--- src/rtl/nco_pkg.sv ---
// nco_pkg: constants and helpers shared by the nco_pipe NCO.
//   ATAN_TBL     : CORDIC arctangents as 32-bit binary angles (circle = 2^32),
//                  truncated to the phase width at the point of use.
//   INV_GAIN_Q16 : 1/K CORDIC gain compensation in Q16.
//   MAX_STG      : largest supported number of rotation stages.
//   LFSR_SEED/LFSR_TAPS : dither generator settings (used with NCO_DITHER_EN).
package nco_pkg;

  localparam int MAX_STG      = 16;
  localparam int INV_GAIN_Q16 = 39797;

  // Fibonacci LFSR, taps 16,14,13,11 -> state bits 15,13,12,10
  localparam logic [15:0] LFSR_SEED = 16'hACE1;
  localparam logic [15:0] LFSR_TAPS = 16'hB400;

  localparam logic [31:0] ATAN_TBL [0:15] = '{
    32'd536870912, 32'd316933406, 32'd167458907, 32'd85004756,
    32'd42667331,  32'd21354465,  32'd10679838,  32'd5340245,
    32'd2670163,   32'd1335087,   32'd667544,    32'd333772,
    32'd166886,    32'd83443,     32'd41722,     32'd20861
  };

  // Start amplitude: full scale (with 2 guard bits) pre-divided by the CORDIC gain
  function automatic int x0_init(input int ow);
    longint prod;
    prod = ((64'sd1 <<< (ow - 1)) - 64'sd1) * 64'sd4 * 64'(INV_GAIN_Q16);
    return int'(prod >>> 16);
  endfunction

endpackage

--- src/rtl/nco_pipe_if.sv ---
// nco_pipe_if: control / sample bus of the nco_pipe NCO.
//   En   : advance accumulator and launch one sample
//   Clr  : synchronous accumulator clear (priority over En)
//   FCW  : frequency control word, POFF : per-sample phase offset
//   Vld, Cos, Sin : output sample and its valid flag
// master = sample consumer/controller side, slave = the NCO.
interface nco_pipe_if #(
  parameter int PW = 20,
  parameter int OW = 12
);
  logic                 En;
  logic                 Clr;
  logic [PW-1:0]        FCW;
  logic [PW-1:0]        POFF;
  logic                 Vld;
  logic signed [OW-1:0] Cos;
  logic signed [OW-1:0] Sin;

  modport master (output En, Clr, FCW, POFF, input Vld, Cos, Sin);
  modport slave  (input En, Clr, FCW, POFF, output Vld, Cos, Sin);
endinterface

--- src/rtl/cordic_rot_stage.sv ---
// cordic_rot_stage: one registered CORDIC rotation step.
//   Parameters: IW data width, ZW residual-angle width (phase width - 1),
//   SHIFT stage index (also selects the arctangent).
//   Ports: clk, rst (async, active high); v/q side-band and x/y/z data in,
//   registered v/q/x/y/z out.
module cordic_rot_stage
  import nco_pkg::*;
#(
  parameter int IW    = 14,
  parameter int ZW    = 19,
  parameter int SHIFT = 0
) (
  input  logic                 clk,
  input  logic                 rst,
  input  logic                 v_in,
  input  logic [1:0]           q_in,
  input  logic signed [IW-1:0] x_in,
  input  logic signed [IW-1:0] y_in,
  input  logic signed [ZW-1:0] z_in,
  output logic                 v_out,
  output logic [1:0]           q_out,
  output logic signed [IW-1:0] x_out,
  output logic signed [IW-1:0] y_out,
  output logic signed [ZW-1:0] z_out
);
  // Phase width is ZW+1, so a 32-bit angle drops 31-ZW bits
  localparam logic [31:0]          ATAN_FULL = ATAN_TBL[SHIFT];
  localparam logic signed [ZW-1:0] ATAN      = ZW'(ATAN_FULL >> (31 - ZW));

  logic signed [IW-1:0] xs;
  logic signed [IW-1:0] ys;

  assign xs = x_in >>> SHIFT;
  assign ys = y_in >>> SHIFT;

  // Rotate towards zero residual angle; side-band travels with the data
  always_ff @(posedge clk or posedge rst) begin
    if (rst) begin
      v_out <= 1'b0;
      q_out <= 2'd0;
      x_out <= '0;
      y_out <= '0;
      z_out <= '0;
    end else begin
      v_out <= v_in;
      q_out <= q_in;
      if (!z_in[ZW-1]) begin
        x_out <= x_in - ys;
        y_out <= y_in + xs;
        z_out <= z_in - ATAN;
      end else begin
        x_out <= x_in + ys;
        y_out <= y_in - xs;
        z_out <= z_in + ATAN;
      end
    end
  end

endmodule

--- src/rtl/nco_pipe.sv ---
// nco_pipe: pipelined CORDIC numerically controlled oscillator.
//   Phase accumulator -> phase register -> quadrant fold / prep register ->
//   NUM_STG rotation stages -> unfold, round, saturate -> Cos/Sin register.
//   A launch at edge k shows up with Vld=1 after edge k+NUM_STG+2.
//   Ports: clk, rst (async, active high), bus (nco_pipe_if.slave).
//   Optional: define NCO_DITHER_EN to add 4-bit LFSR phase dither.
module nco_pipe
  import nco_pkg::*;
#(
  parameter int PW      = 20,
  parameter int OW      = 12,
  parameter int NUM_STG = 10
) (
  input logic       clk,
  input logic       rst,
  nco_pipe_if.slave bus
);
  localparam int IW = OW + 2;
  localparam int ZW = PW - 1;
  localparam int EW = IW + 1;
  localparam int NS = (NUM_STG > MAX_STG) ? MAX_STG : ((NUM_STG < 1) ? 1 : NUM_STG);

  localparam logic signed [IW-1:0] X0     = IW'(x0_init(OW));
  localparam logic signed [EW-1:0] HALF   = EW'(2);
  localparam logic signed [EW-1:0] SAT_HI = EW'((2 ** (OW - 1)) - 1);
  localparam logic signed [EW-1:0] SAT_LO = -SAT_HI;

  // Round half up by 4, then clip symmetrically so -2^(OW-1) never appears
  function automatic logic signed [OW-1:0] round_sat(input logic signed [EW-1:0] v);
    logic signed [EW-1:0] r;
    r = (v + HALF) >>> 2;
    if (r > SAT_HI)      return SAT_HI[OW-1:0];
    else if (r < SAT_LO) return SAT_LO[OW-1:0];
    else                 return r[OW-1:0];
  endfunction

  logic [PW-1:0] acc;
  logic [PW-1:0] acc_next;
  logic [PW-1:0] phase;
  logic [PW-1:0] ph;
  logic          ph_vld;

  // Next accumulator value; Clr wins over En
  always_comb begin
    acc_next = acc;
    if (bus.Clr)     acc_next = '0;
    else if (bus.En) acc_next = acc + bus.FCW;
    else             acc_next = acc;
  end

`ifdef NCO_DITHER_EN
  logic [15:0]   lfsr;
  logic [PW-1:0] dith;

  // Low nibble taken as a signed value in [-8,7]
  assign dith = {{(PW-4){lfsr[3]}}, lfsr[3:0]};

  // Dither generator steps only when a sample is launched
  always_ff @(posedge clk or posedge rst) begin
    if (rst)         lfsr <= LFSR_SEED;
    else if (bus.En) lfsr <= {lfsr[14:0], ^(lfsr & LFSR_TAPS)};
  end

  assign phase = acc_next + bus.POFF + dith;
`else
  assign phase = acc_next + bus.POFF;
`endif

  // Accumulator and launched-phase register
  always_ff @(posedge clk or posedge rst) begin
    if (rst) begin
      acc    <= '0;
      ph     <= '0;
      ph_vld <= 1'b0;
    end else begin
      acc    <= acc_next;
      ph_vld <= bus.En;
      if (bus.En) ph <= phase;
    end
  end

  logic                 v_pipe [0:NS];
  logic [1:0]           q_pipe [0:NS];
  logic signed [IW-1:0] x_pipe [0:NS];
  logic signed [IW-1:0] y_pipe [0:NS];
  logic signed [ZW-1:0] z_pipe [0:NS];

  logic                 prep_v;
  logic [1:0]           prep_q;
  logic signed [ZW-1:0] prep_z;

  // Fold phase into the first quadrant; the quadrant rides along for the unfold
  always_ff @(posedge clk or posedge rst) begin
    if (rst) begin
      prep_v <= 1'b0;
      prep_q <= 2'd0;
      prep_z <= '0;
    end else begin
      prep_v <= ph_vld;
      prep_q <= ph[PW-1:PW-2];
      prep_z <= {1'b0, ph[PW-3:0]};
    end
  end

  assign v_pipe[0] = prep_v;
  assign q_pipe[0] = prep_q;
  assign x_pipe[0] = X0;
  assign y_pipe[0] = '0;
  assign z_pipe[0] = prep_z;

  genvar g;
  generate
    for (g = 0; g < NS; g++) begin : g_stg
      cordic_rot_stage #(
        .IW   (IW),
        .ZW   (ZW),
        .SHIFT(g)
      ) u_stg (
        .clk  (clk),
        .rst  (rst),
        .v_in (v_pipe[g]),
        .q_in (q_pipe[g]),
        .x_in (x_pipe[g]),
        .y_in (y_pipe[g]),
        .z_in (z_pipe[g]),
        .v_out(v_pipe[g+1]),
        .q_out(q_pipe[g+1]),
        .x_out(x_pipe[g+1]),
        .y_out(y_pipe[g+1]),
        .z_out(z_pipe[g+1])
      );
    end
  endgenerate

  logic signed [EW-1:0] xe;
  logic signed [EW-1:0] ye;
  logic signed [EW-1:0] ux;
  logic signed [EW-1:0] uy;

  // One extra bit so negating the rotator output cannot overflow
  assign xe = {x_pipe[NS][IW-1], x_pipe[NS]};
  assign ye = {y_pipe[NS][IW-1], y_pipe[NS]};

  // Rotate the first-quadrant result back into its original quadrant
  always_comb begin
    ux = xe;
    uy = ye;
    case (q_pipe[NS])
      2'd0:    begin ux = xe;  uy = ye;  end
      2'd1:    begin ux = -ye; uy = xe;  end
      2'd2:    begin ux = -xe; uy = -ye; end
      2'd3:    begin ux = ye;  uy = -xe; end
      default: begin ux = xe;  uy = ye;  end
    endcase
  end

  // Output register; Cos/Sin hold their last valid sample while Vld=0
  always_ff @(posedge clk or posedge rst) begin
    if (rst) begin
      bus.Vld <= 1'b0;
      bus.Cos <= '0;
      bus.Sin <= '0;
    end else begin
      bus.Vld <= v_pipe[NS];
      if (v_pipe[NS]) begin
        bus.Cos <= round_sat(ux);
        bus.Sin <= round_sat(uy);
      end
    end
  end

endmodule
--- src/flat_wrapper.sv ---
// flat-port wrapper written by rule: the top's interface ports become plain ports
module nco_pipe_flat import nco_pkg::*;
#(
  parameter int PW      = 20,
  parameter int OW      = 12,
  parameter int NUM_STG = 10
)
  (clk, rst, bus_En, bus_Clr, bus_FCW, bus_POFF, bus_Vld, bus_Cos, bus_Sin);
  nco_pipe_if #(.PW(PW), .OW(OW)) bus_i ();
  input logic clk;
  input logic rst;
  input wire logic [$bits(bus_i.En)-1:0] bus_En;
  input wire logic [$bits(bus_i.Clr)-1:0] bus_Clr;
  input wire logic [$bits(bus_i.FCW)-1:0] bus_FCW;
  input wire logic [$bits(bus_i.POFF)-1:0] bus_POFF;
  output wire logic [$bits(bus_i.Vld)-1:0] bus_Vld;
  output wire logic [$bits(bus_i.Cos)-1:0] bus_Cos;
  output wire logic [$bits(bus_i.Sin)-1:0] bus_Sin;
  assign bus_i.En = bus_En;
  assign bus_i.Clr = bus_Clr;
  assign bus_i.FCW = bus_FCW;
  assign bus_i.POFF = bus_POFF;
  assign bus_Vld = bus_i.Vld;
  assign bus_Cos = bus_i.Cos;
  assign bus_Sin = bus_i.Sin;
  nco_pipe #(.PW(PW), .OW(OW), .NUM_STG(NUM_STG)) u_core (.clk(clk), .rst(rst), .bus(bus_i));
endmodule
--- config.mk ---
export PLATFORM = sky130hd
export DESIGN_NAME = nco_pipe_flat
export DESIGN_NICKNAME = d
export VERILOG_FILES = /design/src/rtl/nco_pkg.sv /design/src/rtl/nco_pipe_if.sv /design/src/rtl/cordic_rot_stage.sv /design/src/rtl/nco_pipe.sv /design/src/flat_wrapper.sv
export SDC_FILE = /design/constraint.sdc
export NUM_CORES = 2
export LEC_CHECK = 0
export CAP_MARGIN = 20
export CORE_ASPECT_RATIO = 0.7
export CORE_MARGIN = 4
export CORE_UTILIZATION = 50
export DETAILED_ROUTE_END_ITERATION = 16
export PLACE_DENSITY = 0.69
export SYNTH_ARGS = -nofsm -noshare
export SYNTH_HDL_FRONTEND = slang
export SYNTH_HIERARCHICAL = 1
export SYNTH_SLANG_ARGS = --single-unit
--- constraint.sdc ---
create_clock -name clk -period 4.3 [get_ports clk]
set_clock_uncertainty 0.2 [all_clocks]
set_input_delay 0.43 -clock clk [delete_from_list [all_inputs] [get_ports clk]]
set_output_delay 0.43 -clock clk [all_outputs]
set_load 0.01 [all_outputs]
; Word-level counts from Yosys, hierarchy flattened
; Cells that the tools add are included.
[classes]
n_addsub = 57
magnitude_cmp = 4
eq_ne = 3
n_mux = 34
n_reduce_logical = 1
[op_table]
columns = cell, count
row1 = 14-bit two-way mux, 18
row2 = 19-bit two-way mux, 8
row3 = 15-bit one-hot mux with 4 select lines, 2
row4 = 12-bit two-way mux, 4
row5 = 20-bit adder, 2
row6 = 20-bit two-way mux, 2
row7 = "15-bit by 3-bit adder with 15-bit output, second input constant", 2
row8 = 14-bit negation with 15-bit output, 2
row9 = 14-bit by 10-bit adder with 14-bit output, 2
row10 = 14-bit by 11-bit adder with 14-bit output, 2
row11 = 14-bit by 12-bit adder with 14-bit output, 2
row12 = 14-bit by 5-bit adder with 14-bit output, 2
row13 = 14-bit by 6-bit adder with 14-bit output, 2
row14 = 14-bit by 7-bit adder with 14-bit output, 2
row15 = 14-bit by 8-bit adder with 14-bit output, 2
row16 = 14-bit by 9-bit adder with 14-bit output, 2
row17 = 14-bit by 10-bit subtractor with 14-bit output, 2
row18 = 14-bit by 11-bit subtractor with 14-bit output, 2
row19 = 14-bit by 12-bit subtractor with 14-bit output, 2
row20 = 14-bit by 5-bit subtractor with 14-bit output, 2
row21 = 14-bit by 6-bit subtractor with 14-bit output, 2
row22 = 14-bit by 7-bit subtractor with 14-bit output, 2
row23 = 14-bit by 8-bit subtractor with 14-bit output, 2
row24 = 14-bit by 9-bit subtractor with 14-bit output, 2
row25 = 24 further kinds, 27
[totals]
regBits = 541
input_bits = 44
out_inout_bits = 25
word_cells = 156

; Longest topological paths before layout
[logic_depth]
ltp_word = 6
mapped_depth = 24

; Modules after synthesis
; The synthesis kept the hierarchy.
[by_module_without_submodules]
columns = mod, instances, cells_each, area_each_um2, seq_area_each_um2
row1 = nco_pipe, 1, 796, 7121.8, 2177.1
row2 = cordic_rot_stage at u_core.g_stg[6].u_stg, 1, 440, 3977.6, 1251.2
row3 = cordic_rot_stage at u_core.g_stg[2].u_stg, 1, 423, 3890.0, 1251.2
row4 = cordic_rot_stage at u_core.g_stg[5].u_stg, 1, 420, 3854.9, 1251.2
row5 = cordic_rot_stage at u_core.g_stg[8].u_stg, 1, 390, 3749.8, 1251.2
row6 = cordic_rot_stage at u_core.g_stg[3].u_stg, 1, 380, 3663.5, 1251.2
row7 = cordic_rot_stage at u_core.g_stg[7].u_stg, 1, 373, 3613.5, 1251.2
row8 = cordic_rot_stage at u_core.g_stg[9].u_stg, 1, 370, 3593.4, 1251.2
row9 = cordic_rot_stage at u_core.g_stg[4].u_stg, 1, 362, 3470.8, 1251.2
row10 = cordic_rot_stage at u_core.g_stg[1].u_stg, 1, 358, 3464.6, 1251.2
row11 = cordic_rot_stage at u_core.g_stg[0].u_stg, 1, 382, 3452.1, 1201.2

; Worst setup path after synthesis
; Ideal clock, no wire load.
[synth_timing]
path_type = in2reg
startpoint = input bus_FCW[0]
endpoint = register u_core.ph[19]
setup_time_ps = 147
arrival_ps = 4346
required_ps = 3953
path_slack_ps = -393
cell_stages = 24
n_path_buf = 0
path_cell_list = ha_1 inv_1 fa_1 nor2b_1 o21ai_0 a21boi_0 o21ai_0 nand2b_1 a21o_1 a31o_2 a21oi_1 nor4b_1 a221o_1 ha_1 a21oi_1 o21ai_0 nor3b_1 a211o_1 and3_1 o31ai_1 a21oi_1 xnor2_1 xnor2_1 a21oi_1
[synth_via]
elab_chain_cells = 4
[synth_lines]
columns = item, line_no
row1 = start: declaration, flat_wrapper.sv:14  ; input wire logic [$bits(bus_i.FCW)-1:0] bus_FCW;
row2 = 20-bit adder, nco_pipe.sv:47  ; else if (bus.En) acc_next = acc + bus.FCW;
row3 = 20-bit two-way mux, nco_pipe.sv:47
row4 = 20-bit two-way mux, nco_pipe.sv:46  ; if (bus.Clr) acc_next = '0;
row5 = named net u_core.acc_next[10], nco_pipe.sv:38  ; logic [PW-1:0] acc_next;
row6 = 20-bit adder, nco_pipe.sv:66  ; assign phase = acc_next + bus.POFF;
row7 = end signal: assignment, nco_pipe.sv:78  ; if (bus.En) ph <= phase;
row8 = end: declaration, nco_pipe.sv:40  ; logic [PW-1:0] ph;
; The timed path passes the listed nets, and every way through them passes these cells.
; A chain may end at the register's enable or synchronous reset.

; Worst setup path after layout
[layout_timing]
startpoint = register u_core.acc[0]
endpoint = register u_core.ph[19]
[layout_via]
elab_chain_cells = 4
[layout_lines]
columns = item, line_no
row1 = start: declaration, nco_pipe.sv:37  ; logic [PW-1:0] acc;
row2 = start signal: assignment, nco_pipe.sv:76  ; acc <= acc_next;
row3 = 20-bit adder, nco_pipe.sv:47
row4 = 20-bit two-way mux, nco_pipe.sv:47
row5 = 20-bit two-way mux, nco_pipe.sv:46
row6 = named net u_core.acc_next[10], nco_pipe.sv:38
row7 = 20-bit adder, nco_pipe.sv:66
; The timed path passes the listed nets, and every way through them passes these cells.

==> results.txt <==
* Outcome: finished, violations left
- Violated checks: setup timing
- The slowest stage of the critical path belongs to the cell dfrtp_1.
- Std-Cell Rows: 88
- The count of final hold-check violations came to 0.
- Critical Path End Type: flip-flop
* Number of vias after detailed routing: 33641
- The floorplan step defined a die boundary enclosing 87910 um^2.
- Number of iterations in the first detailed-routing pass: 6
- Subtracting the final worst setup slack from the clock period gives 4.469 ns.
* Worst slew pin tran: 0.7383 ns
- Port buffer count: 68
- In this run the critical register-to-register path is launched from u_core/acc[0]$_DFF_PP0_.
* TritonCTS Sinks: roughly 550
* Setup Crit Path Kind: flip-flop to flip-flop
- Clock latency on the worst-skew pair, taken at its later pin, is 0.64 ns.
- For this block, the routed nets add up to roughly 98000 um of wire.
* Residual antenna-violating net count after detailed routing: 0
- For this configuration, the core starts out at a cell density of 0.5048.
- Compared with the post-synthesis result, the final layout area differs by 12.50%.
- In the finished design, the share of the clock period the worst path needs comes to 1.039.
* Critical Path Fanout Max: 4
- Worst setup slack after placement: -0.8069 ns
- Clock-pin slew was measured on the worst setup and hold paths at 0.06 ns.
- Critical path launch point type: flip-flop
* Proportion of layout cells with a drive suffix above 1: 0.09030
- For this run, the total global-route usage over all layers was measured as 0.2184.
* Die outline width: 352.7 um
- For this run, design rule violations remaining after detail routing come to 0.
- CTS tree: yes
* Initial antenna violation count: 2
- F_max: approximately 220 MHz
- Beginning of the critical path: u_core/acc[0]$_DFF_PP0_
- Final Net Count: 5274
- The detailed router finished its first iteration with ~2500 violations.
- Buffer cell driving the clock tree root: clkbuf_16
* Normalized max-slew margin: 0.4937
* Number of synthesis warnings: 6
- Worst Hold Slack: 0.1452 ns
- The die is 249.3 um tall.
- STA puts the critical path data required time at around 4.6 ns.
- Excluding fillers, the count of instances in the completed layout stands at 5842.
* Count of fill cells added during filler insertion: 7231
- In this design, the stage delay of the slowest critical-path cell is 0.39 ns.
* Class of the tightest hold or removal check: flip-flop to flip-flop
* Smallest setup slack after layout: -0.1689 ns
- For the worst setup path, the data arrival time is 4.79 ns.
- Antenna diode instance count: 0
- Synthesized instance count: 4478
* Total CTS buffers: 56
- A synthesized cell averages approximately 9.3 um^2.
- Setup violations remaining at the end of the flow were counted as 3.
* Mean routed wirelength per cell: 16.83 um
* Detailed placer's ending HPWL: 76200 um
* Max Slew Vio Count: 0
* Worst-case clock buffer depth: 3
* Origin of the worst min-delay path: u_core/g_stg[2].u_stg/q_out[0]$_DFF_PP0_
- Synthesized area: about 42000 um^2
- For this design the top-level I/O count stands at 69.
- Placed instance count: 5720
* DR vias/cell: approximately 5.8
* Via count of the first global-routing pass: 31329
* Wire length of the first global-routing pass: 161700 um
- Across the run, the number of max-cap violations was 0.
- Crit-path most repeated cell: a21oi_2
* Pin count of the biggest net entering global routing: 58
- Final weighted congestion in routability-driven placement: 0.8979
- Setup repair after global routing could not meet its margin everywhere.
- The H-tree generated during clock tree synthesis spans 2 levels.
- Adding up every negative setup slack in the final design gives -0.3717 ns.
* Total congestion overflow: 0
- The signal on the critical path passes through ha_2 > inv_2 > fa_2 > nor2b_4 > o21ai_2 > a21boi_2 > o21ai_1 > nand2b_1 > a21o_1 > a31o_2 > a21oi_2 > nor4b_2 > a221o_1 > ha_4 > a21oi_4 > o21ai_4 > a21oi_2 > a211o_1 > and3_4 > o31ai_4 > a21oi_2 > xnor2_1 > xnor2_1 > a21oi_1.
- In this run the standard cell core region covers ~82000 um^2.
==> sequential cells by signal, summed over array words and instances, names as in the netlist, 12 cells and up <==
register	count
u_core/g_stg.u_stg/z_out	152
u_core/acc	20
u_core/bus.Cos	12
u_core/g_stg.u_stg/q_out	20
u_core/bus.Sin	12
u_core/prep_z	18
u_core/g_stg.u_stg/y_out	140
u_core/g_stg.u_stg/x_out	139
u_core/ph	20
==> final cells by class <==
| cell class | count | area (um^2) | area share |
|---|---|---|---|
| Clock buffer | 72 | 1521 | 0.03253 |
| Sequential cell | 548 | 13710 | 0.2932 |
| Timing Repair Buffer | 202 | 1803 | 0.03854 |
| Tap cell | 1080 | 1351 | 0.02889 |
| Multi-Input combinational cell | 3641 | 26940 | 0.5760 |
| Clock inverter | 33 | 445.4 | 0.009523 |
| Inverter | 266 | 1001 | 0.02140 |
==> metrics by stage <==
step | utilization | instance area, um^2
3_5_place_dp | 0.5392 | 44410
3_3_place_gp | 0.5389 | 44380
4_1_cts | 0.5638 | 46440
5_1_grt | 0.5680 | 46780
2_1_floorplan | - | 41970
6_report | 0.5680 | 46780
==> worst paths after layout <==
check | to | slack, ns | depth (start not counted)
max | u_core/ph[19]$_DFFE_PP0P_ | -0.17 | 24
min | u_core/g_stg[3].u_stg/q_out[0]$_DFF_PP0_ | 0.15 | 0
max reg2reg | u_core/ph[19]$_DFFE_PP0P_ | -0.17 | 24
min reg2reg | u_core/g_stg[3].u_stg/q_out[0]$_DFF_PP0_ | 0.15 | 0
max in group asynchronous | u_core/g_stg[5].u_stg/z_out[18]$_DFF_PP0_ | 2.64 | 3
min in group asynchronous | u_core/g_stg[4].u_stg/q_out[1]$_DFF_PP0_ | 0.25 | 2
==> cells in the final DEF, fill, tap and decap left out, types with 46 or more instances in the layout <==
master             n
a211oi_1          54
a21o_1           105
a21oi_1          391
a31oi_1           67
buf_4            124
clkbuf_16         56
clkdlybuf4s50_1   67
conb_1            93
dfrtp_1          548
ha_1             481
inv_1            253
mux2i_1           54
nand2_1          237
nand2b_1          48
nand3_1           93
nand4_1           46
nor2_1           346
nor3_1           121
o21a_1            52
o21ai_0          193
xnor2_1          315
xor2_1           177
==> worst max-delay path, delay by kind of cell (launching register included) <==
family,cells,cell delay [ns]
and+or+nand+nor,4,0.37
xor gates and xnor gates,2,0.33
buffers and inverters,1,0.06
adders and majority gates,3,0.74
DFF,1,0.39
AOI/OAI and AO/OA,14,2.24
==> per-layer routing <==
| metal | GRT usage | up-vias | share of wire |
|---|---|---|---|
| li1 | - | 16577 | - |
| met1 | 0.3446 | 16095 | 0.50 |
| met2 | 0.3120 | 868 | 0.41 |
| met3 | 0.03953 | 101 | 0.072 |
| met4 | 0.03852 | 0 | 0.013 |
| met5 | 0.003784 | - | 0 |
==> repair_timing <==
| action | 4_1_cts | 5_1_grt |
|---|---|---|
| hold endpoints to repair | 4 | 0 |
| pin swaps | 16 | 32 |
| setup endpoints to repair | 6 | 18 |
| setup buffers | 3 | 6 |
| resized for setup | 7 | 39 |
| hold buffers | 1 | 0 |
Power is not shown: default switching activity piles up to over one toggle a cycle in this logic, so the estimate is an artifact.
